[config.mk]
export PLATFORM = sky130hd
export DESIGN_NAME = systolic_ctrl
export DESIGN_NICKNAME = d
export VERILOG_FILES = /design/src/rtl/systolic_pkg.sv /design/src/rtl/systolic_skew_feed.sv /design/src/rtl/systolic_ctrl.sv
export SDC_FILE = /design/constraint.sdc
export NUM_CORES = 1
export LEC_CHECK = 0
export CAP_MARGIN = 20
export CORE_AREA = 5 5 373 375
export CTS_CLUSTER_SIZE = 14
export DETAILED_ROUTE_END_ITERATION = 8
export DIE_AREA = 0 0 378 380
export PLACE_DENSITY_LB_ADDON = 0.25
export SYNTH_ARGS = -nofsm -noshare
export SYNTH_HDL_FRONTEND = slang
export SYNTH_SLANG_ARGS = --single-unit
[constraint.sdc]
create_clock -name clk -period 11.1 [get_ports clk]
set_input_delay 1.665 -clock clk [delete_from_list [all_inputs] [get_ports clk]]
set_output_delay 1.665 -clock clk [all_outputs]
set_load 0.02 [all_outputs]
[src/rtl/systolic_pkg.sv]
// Shared constants and types for the 3x3 weight-stationary systolic array sequencer.
package systolic_pkg;
  localparam int ARR_N          = 3;
  localparam int STREAM_CYCLES  = 2 * ARR_N - 1;
  localparam int DEFAULT_DATA_W = 32;

  typedef enum logic [2:0] {
    IDLE   = 3'd0,
    LOAD_W = 3'd1,
    STREAM = 3'd2,
    DRAIN  = 3'd3,
    DONE   = 3'd4
  } ctrl_state_t;
endpackage

[src/rtl/systolic_skew_feed.sv]
// Combinational diagonal skew: row r of the west edge gets A[t-r][r] while 0 <= t-r < N.
import systolic_pkg::*;

module systolic_skew_feed #(
  parameter int DATA_W = DEFAULT_DATA_W,
  parameter int N      = ARR_N
) (
  input  logic [N*N*DATA_W-1:0] act,
  input  logic [7:0]            t,
  output logic [N*DATA_W-1:0]   west
);

  always_comb begin
    west = '0;
    for (int r = 0; r < N; r++) begin
      for (int k = 0; k < N; k++) begin
        if (t == 8'(k + r)) begin
          west[r*DATA_W +: DATA_W] = act[(k*N + r)*DATA_W +: DATA_W];
        end
      end
    end
  end

endmodule

[src/rtl/systolic_ctrl.sv]
// Job sequencer for the 3x3 systolic array: weight load, skewed activation stream, drain, done.
// Every output is registered from the next-state decode, so it changes on the edge that enters a state.
import systolic_pkg::*;

module systolic_ctrl #(
  parameter int DATA_W       = DEFAULT_DATA_W,
  parameter int DRAIN_CYCLES = 5
) (
  input  logic                  clk,
  input  logic                  rst,
  input  logic                  start,
  input  logic                  reuse_w,
  input  logic [9*DATA_W-1:0]   weight_in,
  input  logic [9*DATA_W-1:0]   act_in,
  output logic                  busy,
  output logic                  done,
  output logic                  weight_en,
  output logic                  compute,
  output logic [DATA_W-1:0]     inp_weight0,
  output logic [DATA_W-1:0]     inp_weight1,
  output logic [DATA_W-1:0]     inp_weight2,
  output logic [DATA_W-1:0]     inp_weight3,
  output logic [DATA_W-1:0]     inp_weight4,
  output logic [DATA_W-1:0]     inp_weight5,
  output logic [DATA_W-1:0]     inp_weight6,
  output logic [DATA_W-1:0]     inp_weight7,
  output logic [DATA_W-1:0]     inp_weight8,
  output logic [DATA_W-1:0]     inp_west0,
  output logic [DATA_W-1:0]     inp_west3,
  output logic [DATA_W-1:0]     inp_west6,
  output ctrl_state_t           state_dbg
);

  ctrl_state_t               state, state_nxt;
  logic [7:0]                cnt, cnt_nxt;
  logic                      accept;
  logic                      w_valid;
  logic [9*DATA_W-1:0]       act_buf, act_sel;
  logic [ARR_N*DATA_W-1:0]   west_nxt;
  logic [DATA_W-1:0]         w_reg [9];

  always_ff @(posedge clk) begin
    if (rst) begin
      state <= IDLE;
      cnt   <= '0;
    end else begin
      state <= state_nxt;
      cnt   <= cnt_nxt;
    end
  end

  always_comb begin
    state_nxt = state;
    accept    = 1'b0;
    case (state)
      IDLE: begin
        if (start) begin
          accept    = 1'b1;
          state_nxt = (reuse_w && w_valid) ? STREAM : LOAD_W;
        end
      end
      LOAD_W:  state_nxt = STREAM;
      STREAM:  if (cnt == 8'(STREAM_CYCLES - 1)) state_nxt = DRAIN;
      DRAIN:   if (cnt == 8'(DRAIN_CYCLES - 1)) state_nxt = DONE;
      DONE:    state_nxt = IDLE;
      default: state_nxt = IDLE;
    endcase
    // The counter restarts on every state entry, so it is t inside STREAM.
    cnt_nxt = (state_nxt != state) ? 8'd0 : cnt + 8'd1;
  end

  // On the accept edge the buffer is not yet written, so feed the skew from the live input.
  assign act_sel = accept ? act_in : act_buf;

  systolic_skew_feed #(.DATA_W(DATA_W), .N(ARR_N)) u_skew (
    .act  (act_sel),
    .t    (cnt_nxt),
    .west (west_nxt)
  );

  always_ff @(posedge clk) begin
    if (rst) begin
      busy      <= 1'b0;
      done      <= 1'b0;
      weight_en <= 1'b0;
      compute   <= 1'b0;
      w_valid   <= 1'b0;
      act_buf   <= '0;
      inp_west0 <= '0;
      inp_west3 <= '0;
      inp_west6 <= '0;
      for (int i = 0; i < 9; i++) w_reg[i] <= '0;
    end else begin
      if (accept) act_buf <= act_in;
      if (accept && state_nxt == LOAD_W) begin
        for (int i = 0; i < 9; i++) w_reg[i] <= weight_in[i*DATA_W +: DATA_W];
      end
      if (state == LOAD_W) w_valid <= 1'b1;
      busy      <= (state_nxt != IDLE);
      done      <= (state_nxt == DONE);
      weight_en <= (state_nxt == LOAD_W);
      compute   <= (state_nxt == STREAM) || (state_nxt == DRAIN);
      if (state_nxt == STREAM) begin
        inp_west0 <= west_nxt[0*DATA_W +: DATA_W];
        inp_west3 <= west_nxt[1*DATA_W +: DATA_W];
        inp_west6 <= west_nxt[2*DATA_W +: DATA_W];
      end else begin
        inp_west0 <= '0;
        inp_west3 <= '0;
        inp_west6 <= '0;
      end
    end
  end

  assign inp_weight0 = w_reg[0];
  assign inp_weight1 = w_reg[1];
  assign inp_weight2 = w_reg[2];
  assign inp_weight3 = w_reg[3];
  assign inp_weight4 = w_reg[4];
  assign inp_weight5 = w_reg[5];
  assign inp_weight6 = w_reg[6];
  assign inp_weight7 = w_reg[7];
  assign inp_weight8 = w_reg[8];
  assign state_dbg   = state;

endmodule

* After elaboration in Yosys (flattened, before gate mapping)
Memory sizes are Yosys's and may differ from the RTL's. Index checks and enable logic that the tools add are counted.
Storage, ports and cells: bits in writable memories 288, input bits 580, memories kept 1, register bits after elaboration 400, logic and storage cells 75, output and inout bits 391
Operators by class: bitwise operators 10, mux-type cells 32, add/subtract/negate cells 1, reductions and logical operators 7, equal/unequal tests 13
Memory list:
- w_reg | depth 9, bits a word 32, rd ports 9, clocked after memory_dff 0, wr ports 9, RTL line systolic_ctrl.sv:40 | logic [DATA_W-1:0] w_reg [9];
Operators by type and width (count):
- two-way mux 32 bit | 18
- two-way mux 288 bit | 1
- equality test 8 x 2 -> 1 bit (second input constant) | 2
- equality test 8 x 3 -> 1 bit (second input constant) | 2
- equality test 3 x 2 -> 1 bit (second input constant) | 4
- one-hot mux 3 bit (4 select lines) | 1
- two-way mux 3 bit | 3
- bitwise OR 1 bit | 9
- adder 8 x 1 -> 8 bit (second input constant) | 1
- equality test 8 x 1 -> 1 bit (second input constant) | 1
- zero test 8 bit | 1
- two-way mux 8 bit | 1
- two-way mux 1 bit | 7
- equality test 3 x 1 -> 1 bit (second input constant) | 2
- equality test 3 bit (second input constant) | 1
- zero test 3 bit | 1
- inequality test 3 bit | 1
- nonzero test 3 bit | 1
- logical AND 1 bit | 2
- two-way mux 2 bit | 1
- OR reduction 2 bit | 1
- logical OR 1 bit | 1
- inverter 1 bit | 1

* Logic depth before layout (Yosys ltp)
Gate-level depths: netlist of the first run.
word-level depth 10, gate-level depth with buffers 9, depth with buffers taken out 7

* Modules after synthesis
From an unflattened synthesis of the first run, not the netlist that was laid out.
Second synthesis, totals: cell total of the unflattened synthesis 2327, area, all modules 28036.9 µm²
Modules (own cells, without submodules):
- systolic_ctrl | cells each 1956, times used 1, area an instance 25515.7 µm², sequential area each 16656.0 µm²
- systolic_skew_feed | cells each 371, times used 1, area an instance 2521.2 µm², sequential area each 0.0 µm²

* Worst setup path before layout of the first run
Ideal clock, no wire load.
path kind input to register, from input rst, to memory w_reg[0][0] in the netlist's numbering, enable pin, stages 4, library setup time 0.765 ns, required time 10.335 ns, arrival 10.225 ns, path buffers 3, path slack 0.110 ns, cells stage by stage clkbuf_1 a21o_1 clkbuf_1 clkbuf_1
RTL lines:
- from (decl) | RTL line systolic_ctrl.sv:10 | input logic rst,
- to (decl) | RTL line systolic_ctrl.sv:40

==> results of run 1 <==
## per-stage QoR
step / utilization / setup slack [ns] / power (W)
finish: 0.303 / 6.00 / 0.00703
global route: 0.303 / 5.71 / 0.00735
CTS: 0.302 / 5.90 / 0.00717
detailed placement: 0.281 / 5.17 / 0.00428
global placement: 0.281 / 5.24 / 0.00428
floorplan: - / 0.110 / 0.00363
## where the power goes
group,total (W),switching [W],internal [W]
clock network,0.00282,0.00116,0.00166
registers,0.00293,0.0000607,0.00287
logic,0.00128,0.000708,0.000572
total,0.00703,0.00193,0.00510
## worst max-delay path, cell delays in order
cell and delay, ns:
clkdlybuf4s50_1 0.57, nor4b_4 0.33, buf_12 0.62, nand2_1 0.25, nor2_4 0.42, buf_4 0.70, buf_12 0.48, and2_1 0.23
## cells in the mapped netlist, types with 2 or more instances
cell type / instances / area (sq um)
edfxtp_1: 288 / 8650
and2_1: 288 / 1800
o21ai_0: 33 / 165
a21o_1: 2 / 15.0
xnor2_1: 4 / 35.0
nor2b_1: 3 / 18.8
xor2_1: 3 / 26.3
o22ai_1: 64 / 400
buf_12: 6 / 120
buf_2: 32 / 160
nor3b_1: 2 / 15.0
inv_1: 5 / 18.8
nor2_1: 362 / 1360
o21ai_1: 33 / 165
o21a_1: 5 / 37.5
a22oi_2: 30 / 375
nor3_1: 3 / 15.0
nand3_1: 5 / 25.0
o21a_4: 60 / 901
ha_1: 2 / 25.0
a21oi_1: 5 / 25.0
buf_4: 3 / 22.5
and3_1: 4 / 25.0
a211oi_1: 32 / 240
buf_6: 7 / 78.8
clkbuf_1: 109 / 409
nand2_1: 8 / 30.0
nand4_1: 33 / 206
a22oi_1: 2 / 15.0
mux2i_1: 289 / 2890
dfxtp_1: 400 / 8010
## layout make-up
class / instances / area share
diodes: 33 / 0.00202
clock buffers: 137 / 0.0638
clock inverters: 22 / 0.00572
inverters: 5 / 0.000459
multi-input cells: 1286 / 0.222
flip-flops and latches: 688 / 0.407
well taps: 1781 / 0.0545
repair buffers: 996 / 0.244
## worst paths after layout
| check | slack, ns | endpoint | from |
|---|---|---|---|
| max | 6.00 | w_reg[0][3] | start |
| min | 0.48 | act_buf[235] | act_buf[235] |
| min reg2reg | 0.48 | act_buf[235] | act_buf[235] |
| max reg2reg | 6.99 | w_reg[0][3] | state_dbg[0] |
## cells by family (layout without fill, tap and decap cells)
kind of cell / after synthesis / after routing / synth area share
xor gates and xnor gates: 7 / 7 / 0.00232
buffers and inverters: 163 / 1160 / 0.0308
DFF: 688 / 688 / 0.630
adders and majority gates: 2 / 2 / 0.000947
other: 0 / 33 / 0
and+or+nand+nor: 718 / 718 / 0.136
muxes: 289 / 289 / 0.109
AOI/OAI and AO/OA: 270 / 270 / 0.0907
## routing by layer
metal / vias to the layer above / routed length [um]
li1: 9367 / -
met1: 9430 / 42900
met2: 862 / 63200
met3: 308 / 12900
met4: 44 / 5530
met5: - / 286
==> results.py, run 1 <==
metrics = {
    "placed_design": {
        "gp_congestion": 0.821,
        "place_area_sq_um": 37900,
        "dp.cells": 4755,
        "dpl.hpwl_um": 95300,
        "port_buffers": 970,
    },
    "layout": {
        "instances_no_fill": 4948,
        "design_area_sq_um": 40900,
        "nets": 3645,
        "layout-drive-gt1-share": 0.0842,
        "ff_latch_area_sq_um": 16700,
        "final_cell_mix": "969 x clkdlybuf4s50_1, 400 x dfxtp_1, 362 x nor2_1",
        "multi_input_area_sq_um": 9080,
        "nFillCells": 13900,
        "layout_commonest_cell": "clkdlybuf4s50_1",
        "syn_to_final_growth_pct": 54.6,
    },
    "logic_synthesis": {
        "ys_warn_count": 0,
        "synth_seq_cells": 688,
        "syn_avg_cell_area_sq_um": 12.4,
        "ys_async_sr_fraction": 0,
        "synthesis.instances": 2137,
        "synth.distinct_cells": 46,
        "ys_seq_area_frac": 0.630,
        "synth_area_sq_um": 26400,
        "synthFlopType": "dfxtp_1",
        "synth_edf_count": 288,
        "synth_nets": 2719,
    },
    "clock_network": {
        "hold_buffers": 0,
        "cts.sinks": 688,
        "cts.clk_slew.worst_paths_ns": 0.06,
        "cts_resized": 0,
        "htreeDepth": 3,
        "numCtsBuffers": 86,
        "cts_tree": "done",
        "post-cts-setup-buffers": 0,
        "insertion_delay_ns": 0.69,
        "clock_path_buffers": 3,
        "clockRootBuffer": "clkbuf_16",
    },
    "timing": {
        "hold_violations": 0,
        "period_share": 0.460,
        "slew_headroom": 0.311,
        "holdWs_ns": 0.482,
        "finalClockSkew_ns": 0.0214,
        "final_max_slew_viol_count": 0,
        "post-route-min-period_ns": 5.10,
        "tightest_slew_ns": 1.03,
        "rsz0062_at_grt": "false",
        "finalSetupTns_ns": 0,
        "max_freq_ghz": 0.196,
        "finalSetupViolations": 0,
    },
    "detailed_routing": {
        "wl_per_cell_um": 25.2,
        "routed_wirelength_um": 125000,
        "vias_per_cell": 4.04,
        "drc": 0,
        "ant_nets": 0,
        "drt-pass1-iter-count": 5,
        "drtIter0Drc": 1070,
        "vias": 20000,
    },
    "floorplanning": {
        "core_sq_um": 135000,
        "fp.dieH_um": 380,
        "die_area_sq_um": 144000,
        "num_io_pins": 971,
        "rows": 135,
        "initial_core_util": 0.196,
        "die_w_um": 378,
    },
    "grt": {
        "grtUsageMet2": 0.302,
        "grt_max_degree": 182,
        "grtUsageTotal": 0.167,
        "antenna_found_initial": 124,
        "grtUsageMet1": 0.164,
        "first_global_vias": 20400,
        "overflow": 0,
        "grt_pass1_wl_um": 168000,
        "busiest_layer": "met2",
        "met3_usage": 0.0788,
    },
    "worst_setup_path": {
        "crit_arrival_ns": 5.63,
        "worstSetupPathType": "in -> reg",
        "worst_setup_path_end_kind": "flip-flop",
        "crit_fanout": 181,
        "worstSetupStartpointType": "input pin",
        "worstRegToRegCells": 7,
        "cp.required_ns": 11.63,
    },
    "outcome": {
        "status": "completed",
    },
    "job": {
        "maxCapViolations": 0,
    },
    "power": {
        "p_leak_nw": 15.2,
        "p_per_area_nw_per_um2": 172,
        "irDropWorstVdd_uv": 115,
    },
    "worst_hold_path": {
        "worstHoldPathType": "reg -> reg",
        "hold_depth": 2,
    },
}
Note: power is estimated with default switching activity, not from simulation.
==> run 2, diff against run 1 <==
==> constraint.sdc (replaced) <==
create_clock -name clk -period 4.52 [get_ports clk]
set_input_delay 0.678 -clock clk [delete_from_list [all_inputs] [get_ports clk]]
set_output_delay 0.678 -clock clk [all_outputs]
set_load 0.02 [all_outputs]
==> run 2 against run 1 <==
Against the previous run: power rose by 140%; clock power rose by 140%; setup slack got worse by 4.6 ns; first-iteration DRC count fell by 7.0%; hold slack got worse by 0.040 ns; via count rose by 0.41%; register-to-register slack got worse by 5.6 ns; utilization rose by 0.12 points; sequential power rose by 150%; flip-flop and latch count did not move.
==> results.py, run 2 (synthesized netlist as in run 1, its figures left out) <==
metrics = {
    "worst_setup_path": {
        "slowest_delay_ns": 0.75,
        "slowest_stage": "and3b_2",
        "crit_arrival_ns": 3.62,
        "path_cells": "ha_1 > xnor2_1 > nand3_4 > and3b_2 > buf_4 > a22oi_2",
        "cp.required_ns": 5.06,
        "crit_fanout": 19,
        "worstSetupPathType": "reg -> reg",
        "worstSetupStartpointType": "flip-flop",
        "worst_setup_path_end_kind": "flip-flop",
    },
    "timing": {
        "hold_violations": 0,
        "slew_headroom": 0.316,
        "post-route-min-period_ns": 3.08,
        "finalSetupTns_ns": 0,
        "tightest_slew_ns": 1.03,
        "setup_slack_ns": 1.44,
        "max_freq_ghz": 0.324,
        "final_max_slew_viol_count": 0,
        "rsz0062_at_grt": "false",
        "finalClockSkew_ns": 0.0346,
        "finalSetupViolations": 0,
        "period_share": 0.682,
    },
    "clock_network": {
        "clock_path_buffers": 3,
        "insertion_delay_ns": 0.67,
        "clockRootBuffer": "clkbuf_16",
        "htreeDepth": 3,
        "cts_resized": 0,
        "post-cts-setup-buffers": 0,
        "cts.clk_slew.worst_paths_ns": 0.05,
        "cts.sinks": 688,
        "cts_tree": "done",
        "hold_buffers": 0,
        "numCtsBuffers": 86,
    },
    "power": {
        "irDropWorstVdd_uv": 276,
        "p_leak_nw": 15.3,
        "p_per_area_nw_per_um2": 420,
    },
    "worst_hold_path": {
        "worstHoldPathType": "in -> reg",
    },
    "placed_design": {
        "preCtsSetupSlack_ns": 1.01,
        "port_buffers": 970,
        "dpl.hpwl_um": 98400,
        "dp.cells": 4773,
        "gp_congestion": 0.837,
    },
    "layout": {
        "instances_no_fill": 4964,
        "layout-drive-gt1-share": 0.0896,
        "nets": 3662,
        "nFillCells": 13800,
        "final_cell_mix": "969 x clkdlybuf4s50_1, 400 x dfxtp_1, 362 x nor2_1",
        "syn_to_final_growth_pct": 55.2,
        "layout_commonest_cell": "clkdlybuf4s50_1",
    },
    "floorplanning": {
        "die_area_sq_um": 144000,
        "die_w_um": 378,
        "num_io_pins": 971,
        "initial_core_util": 0.196,
        "fp.dieH_um": 380,
        "rows": 135,
        "core_sq_um": 135000,
    },
    "detailed_routing": {
        "drtIter0Drc": 995,
        "wl_per_cell_um": 25.4,
        "drc": 0,
        "vias": 20100,
        "ant_nets": 0,
        "vias_per_cell": 4.05,
        "drt-pass1-iter-count": 4,
        "routed_wirelength_um": 126000,
    },
    "job": {
        "maxCapViolations": 0,
    },
    "outcome": {
        "status": "completed",
    },
    "grt": {
        "overflow": 0,
        "grtUsageTotal": 0.169,
        "grt_max_degree": 102,
        "grt_pass1_wl_um": 170000,
        "first_global_vias": 20400,
        "antenna_found_initial": 127,
    },
}
[run 2: cell count changes in the layout (fill, tap and decap cells not counted), moves of 3 or more]
cell,previous run,this run
buf_12,3,12
buf_4,22,31
clkbuf_1,27,16
clkbuf_8,22,9
clkinv_1,4,10
clkinv_2,5,15
clkinv_8,4,0
diode_2,33,36
inv_6,1,5
[run 2: layout make-up]
cell class,count,area (sq um),area share
repair buffers,1013,10200,0.248
well taps,1781,2230,0.0543
multi-input cells,1286,9080,0.221
inverters,5,18.8,0.000457
clock buffers,113,2390,0.0581
diodes,36,90.1,0.00220
clock inverters,42,385,0.00939
flip-flops and latches,688,16700,0.406
[run 2: worst paths after layout]
check / start / end / slack [ns] / cells after the start
worst max-delay path: cnt[0] / inp_west0[22] / 1.44 / 6
worst min-delay path: rst / act_buf[110] / 0.44 / 2
worst max register to register: cnt[0] / inp_west0[22] / 1.44 / 6
worst min register to register: act_buf[126] / act_buf[126] / 0.48 / 2
[run 2: per-stage QoR]
| step | instance area (sq um) | power (W) | utilization | hold WS, ns |
|---|---|---|---|---|
| finish | 41000 | 0.0172 | 0.304 | 0.443 |
| global route | 41000 | 0.0180 | 0.304 | 0.401 |
| CTS | 40900 | 0.0176 | 0.303 | 0.372 |
| detailed placement | 38200 | 0.0106 | 0.283 | 0.472 |
| global placement | 38200 | 0.0106 | 0.283 | 0.463 |
| floorplan | 26400 | 0.00886 | - | 0.450 |
[run 2: power breakdown]
part | internal, W | total [W] | switching, W
clock | 0.00396 | 0.00683 | 0.00287
combinational | 0.00143 | 0.00319 | 0.00176
sequential | 0.00704 | 0.00720 | 0.000156
[run 2: critical path: cells and delay by family, from the launching register on]
| kind | cells | cell delay [ns] |
|---|---|---|
| simple gates | 2 | 1.18 |
| xor+xnor | 1 | 0.67 |
| buf+inv | 1 | 0.34 |
| flops | 1 | 0.39 |
| compound gates | 1 | 0.10 |
| fa+ha+maj | 1 | 0.26 |
[run 2: metal layers]
layer | share of wire | wire length (um) | GRT usage | up-vias
met4 | 0.034 | 4240 | 0.0526 | 62
li1 | - | - | - | 9393
met2 | 0.52 | 65300 | 0.312 | 827
met1 | 0.33 | 41900 | 0.161 | 9514
met5 | 0.0031 | 396 | 0 | -
met3 | 0.11 | 14300 | 0.0875 | 298
